$ cat src/rtl/ibex_aes_key_loader.sv
// AES key loader: stages a 128-bit key through a 32-bit write port and swaps it in on COMMIT,
// never disturbing the active key while the secure ALU is busy. Optional lock via IBEX_AES_KEY_LOCK_EN.
module ibex_aes_key_loader #(
   parameter bit          ClearOnError  = 1'b1,
   parameter int unsigned MaxPendCycles = 64
) (
   input  logic          clk_i,
   input  logic          rst_i,
   input  logic          wr_valid_i,
   output logic          wr_ready_o,
   input  logic [2:0]    wr_addr_i,
   input  logic [31:0]   wr_data_i,
   input  logic          crypto_busy_i,
   input  logic          crypto_error_i,
   output logic [127:0]  aes_key_o,
   output logic          aes_key_valid_o,
   output logic [4:0]    status_o
);

   typedef enum logic [1:0] {
      IDLE,
      ACTIVE,
      PENDING
   } state_e;

   localparam logic [7:0] PendLast = 8'(MaxPendCycles - 1);

   state_e        state_q, state_d;
   logic [127:0]  stage_q, stage_d;
   logic [127:0]  key_q, key_d;
   logic [3:0]    mask_q, mask_d;
   logic          valid_q, valid_d;
   logic          err_q, err_d;
   logic [7:0]    cnt_q, cnt_d;
   logic          stage_full;
   logic          lock_bit;
   logic          err_set, err_clr, swap;

`ifdef IBEX_AES_KEY_LOCK_EN
   logic          locked_q, locked_d;

   always_ff @(posedge clk_i) begin
      if (rst_i) begin
         locked_q <= 1'b0;
      end else begin
         locked_q <= locked_d;
      end
   end

   assign lock_bit = locked_q;
`else
   assign lock_bit = 1'b0;
`endif

   always_ff @(posedge clk_i) begin
      if (rst_i) begin
         state_q <= IDLE;
         stage_q <= '0;
         key_q   <= '0;
         mask_q  <= '0;
         valid_q <= 1'b0;
         err_q   <= 1'b0;
         cnt_q   <= '0;
      end else begin
         state_q <= state_d;
         stage_q <= stage_d;
         key_q   <= key_d;
         mask_q  <= mask_d;
         valid_q <= valid_d;
         err_q   <= err_d;
         cnt_q   <= cnt_d;
      end
   end

   assign stage_full = &mask_q;

   always_comb begin
      state_d = state_q;
      stage_d = stage_q;
      key_d   = key_q;
      mask_d  = mask_q;
      valid_d = valid_q;
      cnt_d   = cnt_q;
      err_set = 1'b0;
      err_clr = 1'b0;
      swap    = 1'b0;
`ifdef IBEX_AES_KEY_LOCK_EN
      locked_d = locked_q;
`endif

      if (state_q == PENDING) begin
         // An abort falls back to whatever the key validity says, since an error may have dropped it
         if (!crypto_busy_i) begin
            swap = 1'b1;
         end else if (cnt_q == PendLast) begin
            err_set = 1'b1;
            state_d = valid_q ? ACTIVE : IDLE;
         end else begin
            cnt_d = cnt_q + 8'd1;
         end
      end else if (wr_valid_i) begin
         if (!wr_addr_i[2]) begin
            if (lock_bit) begin
               err_set = 1'b1;
            end else begin
               stage_d[{wr_addr_i[1:0], 5'b00000} +: 32] = wr_data_i;
               mask_d[wr_addr_i[1:0]] = 1'b1;
            end
         end else if (wr_addr_i == 3'd4) begin
            if (wr_data_i[1]) begin
               if (lock_bit) begin
                  err_set = 1'b1;
               end else begin
                  key_d   = '0;
                  valid_d = 1'b0;
                  stage_d = '0;
                  mask_d  = '0;
                  state_d = IDLE;
               end
            end else if (wr_data_i[0] && !lock_bit) begin
               if (!stage_full) begin
                  err_set = 1'b1;
               end else if (crypto_busy_i) begin
                  state_d = PENDING;
                  cnt_d   = '0;
               end else begin
                  swap = 1'b1;
               end
            end
            err_clr = wr_data_i[2];
`ifdef IBEX_AES_KEY_LOCK_EN
            if (wr_data_i[3]) begin
               locked_d = 1'b1;
            end
`endif
         end else begin
            err_set = 1'b1;
         end
      end

      if (swap) begin
         key_d   = stage_q;
         valid_d = 1'b1;
         stage_d = '0;
         mask_d  = '0;
         state_d = ACTIVE;
      end

      // A same-cycle swap beats invalidation; a pending commit survives the invalidation
      if (crypto_error_i) begin
         err_set = 1'b1;
         if (ClearOnError && valid_q && !swap) begin
            key_d   = '0;
            valid_d = 1'b0;
            if (state_d != PENDING) begin
               state_d = IDLE;
            end
         end
      end

      err_d = err_set | (err_q & ~err_clr);
   end

   assign wr_ready_o      = (state_q != PENDING);
   assign aes_key_o       = key_q;
   assign aes_key_valid_o = valid_q;
   assign status_o        = {lock_bit, err_q, (state_q == PENDING), stage_full, valid_q};

endmodule

$ cat config.mk
export PLATFORM = sky130hd
export DESIGN_NAME = ibex_aes_key_loader
export DESIGN_NICKNAME = d
export VERILOG_FILES = /design/src/rtl/ibex_aes_key_loader.sv
export SDC_FILE = /design/constraint.sdc
export NUM_CORES = 1
export LEC_CHECK = 0
export BUFFER_PORTS_ARGS = -buffer_cell sky130_fd_sc_hd__buf_2
export CORE_MARGIN = 2
export CORE_UTILIZATION = 45
export DETAILED_ROUTE_END_ITERATION = 16
export GPL_ROUTABILITY_DRIVEN = 1
export PLACE_DENSITY = 0.79
export SYNTH_ARGS = -nofsm -noshare
export SYNTH_HDL_FRONTEND = slang
export SYNTH_SLANG_ARGS = --single-unit
$ cat constraint.sdc
create_clock -name clk_i -period 1.86 [get_ports clk_i]
set_input_delay 0.093 -clock clk_i [delete_from_list [all_inputs] [get_ports clk_i]]
set_output_delay 0.093 -clock clk_i [all_outputs]
set_load 0.05 [all_outputs]
==> impl_metrics.csv <==
group,metric,value,unit
synthesis,synth_xor_xnor_area_share,0.0862,%
synthesis,synthAdderAreaFrac,0.862,%
routing,wl_per_cell,18.0,um
timing,final-setup-viol-count,0,
placed_design,port_buffers,173,
cells_and_area,drive_gt1_share,21.1,%
synthesis,netlist_area,10200,um2
synthesis,syn_area_per_cell,8.41,um2
job,cap_viol_max_count,0,
setup_path,end_kind,"register",
synthesis,synth.area.top_cells,"dfxtp_1, a21oi_1, nand3_1",
setup_path,worst_ep_arrival_time,2.30,ns
timing,period_share,97.9,%
clock_network,tritoncts,"built",
floorplanning,die_width,154,um
synthesis,synth_top_cell_area_share,53.6,%
synthesis,yosysTopAreaCell,"dfxtp_1",
synthesis,ys_seq_area_share,53.6,%
global_route,grt_pass1_vias,8908,
synthesis,synth_edf_count,0,
clock_network,cts_htree_levels,1,
timing,fin_skew,0.0144,ns
routing,wl,30.4,mm
cells_and_area,final_cell_mix,"dfxtp_1, nand2_1, a21oi_1, nand3_1, buf_2",
timing,fmax,0.549,GHz
power_and_ir_drop,p_per_area,929,nW/um2
routing,viasPerCell,5.62,
setup_path,crit_buf_inv,1,
synthesis,synth_cell_types,50,
clock_network,clock-root-buffer,"clkbuf_16",
placed_design,gp_congestion,0.926,
cells_and_area,final_cell_area,12800,um2
floorplanning,row_count,54,
synthesis,synth_top_family_by_area,"simple AND/OR/NAND/NOR gates",
synthesis,ys_warn_count,0,
floorplanning,core_area,22000,um2
setup_path,crit_path_start_kind,"register",
clock_network,cts_buffers,28,
routing,drc,0,
cells_and_area,nets,1431,
cells_and_area,final_common_cell,"dfxtp_1",
synthesis,synth-simple-area-share,22.5,%
setup_path,crit_required,2.33,ns
power_and_ir_drop,vdd_drop_max,0.599,mV
placed_design,placed_cells,1592,
setup_path,cp_top_family,"simple AND/OR/NAND/NOR gates",
clock_network,clk_latency,0.53,ns
global_route,groute.usage.overall,24.5,%
clock_network,clk_path_buf_depth,3,
global_route,antenna_found_initial,0,
placed_design,placed_cell_area,11500,um2
global_route,grt-ovfl-total,0,
placed_design,place_hpwl,19.1,mm
timing,setup_tns,0,ns
synthesis,synth_compound_area_share,16.8,%
routing,dr.first_iter.drc_count,724,
routing,ant_nets,0,
cells_and_area,area_delta_synth_final,26.5,%
setup_path,slowest_stage,"or4_4",
timing,hold_violations,0,
cells_and_area,antenna_cells,0,
floorplanning,die_h,154,um
synthesis,synthMuxAreaShare,0.111,%
run_status,run_status,"finished clean",
setup_path,cp_max_fo,5,
timing,maxSlewViolCount,0,
setup_path,crit_chain,"and4_2 > a31oi_2 > a21o_1 > buf_4 > or4_4 > nand2_1",
power_and_ir_drop,p_leak,4.87,nW
timing,hold_slack,0.00745,ns
floorplanning,start_util,46.3,%
power_and_ir_drop,total_power,11.9,mW
timing,rsz0062_at_grt,"true",
setup_path,critical_path_class,"reg2reg",
hold_path,hold_path.class,"in2reg",
synthesis,syn_nets,1254,
global_route,grt_max_degree,90,
cells_and_area,fill_cells,1928,
routing,via_count,9476,
global_route,grt_pass1_wl,47.6,mm
timing,period_minus_slack,1.82,ns
synthesis,netlist_instances,1207,
clock_network,cts.sinks,272,
synthesis,synthArstFlopShare,0,%
clock_network,clk_pin_slew,0.06,ns
cells_and_area,stdcell_count,1686,
synthesis,dominantRegCellSynth,"dfxtp_1",
routing,drtPass1Iterations,5,
floorplanning,pin_count,175,
setup_path,slowest_delay,0.48,ns
synthesis,ys_seq_elements,272,
floorplanning,die-area,23800,um2
[synth_stat cells (3+ instances only)]
cell and number:
a21o_1 4, a21oi_1 214, a22oi_1 55, and2_1 3
and4_1 4, buf_1 3, buf_2 52, buf_4 11
buf_6 6, clkbuf_1 40, dfxtp_1 272, ha_1 7
inv_1 9, nand2_1 211, nand3_1 204, nand4_1 3
nor2_1 64, o211ai_1 3, o21ai_0 4
[final timing paths]
path                              startpoint             to  slack (ns)  cells after the start
worst max-delay path               mask_q[2]       cnt_q[4]        0.04                      6
worst min-delay path            wr_data_i[0]    stage_q[32]       0.007                      4
worst max register to register     mask_q[2]       cnt_q[4]        0.04                      6
worst min register to register   stage_q[11]  aes_key_o[11]        0.45                      2
[sequential cells by signal, indices dropped and copies added (netlist names)]
signal / count
aes_key_o: 128
aes_key_valid_o: 1
cnt_q: 8
err_q: 1
mask_q: 4
stage_q: 128
state_q: 2
[area by class of cell]
type | instances | area, um2 | area share, %
timing repair buffer | 259 | 1910 | 14.9
multi-input combinational | 813 | 4170 | 32.5
clock inverter | 9 | 75.1 | 0.585
sequential | 272 | 5450 | 42.4
clock buffer | 43 | 848 | 6.61
tap | 280 | 350 | 2.73
inverter | 10 | 40.0 | 0.312
[timing repair]
action | 4_1_cts | 5_1_grt
hold buffers | 35 | 0
buffers inserted | 2 | 3
hold endpoints to repair | 143 | 0
setup endpoints to repair | 7 | 54
resized for setup | 2 | 10
pin swaps | 1 | 0
gates cloned | 0 | 2
[cell families after synthesis]
group	after synthesis
compound gates	295
xor+xnor	1
fa+ha+maj	7
buf+inv	122
flops	272
mux	1
other cells	1
simple gates	508
[where the power goes]
| group | leakage [nW] | internal (mW) | switching (mW) | total [mW] |
|---|---|---|---|---|
| Combinational | 2.23 | 0.182 | 0.366 | 0.548 |
| Clock | 0.454 | 3.27 | 2.27 | 5.54 |
| Sequential | 2.19 | 5.84 | 0.00635 | 5.84 |
| Total | 4.87 | 9.29 | 2.64 | 11.9 |
[stage by stage]
step / util (%) / worst slack (ns)
after floorplan: - / 0.0338
after global placement: 52.2 / 0.0555
after detailed placement: 52.2 / -0.0735
after CTS: 58.1 / 0.0523
after global routing: 58.5 / -0.0392
final: 58.5 / 0.0386
[worst register-to-register path, cell delays in order (launching register included)]
cell	delay (ns)
dfxtp_1	0.35
and4_2	0.30
a31oi_2	0.16
a21o_1	0.24
buf_4	0.16
or4_4	0.48
nand2_1	0.08
[metal layers]
layer	part of all wire, %	wire (um)	GRT usage [%]
met2	46	13900	38.3
met5	0	0	0
met1	42	12900	32.9
met4	2.9	874	9.57
met3	9.0	2730	5.91
(Power assumes the default switching activity.)
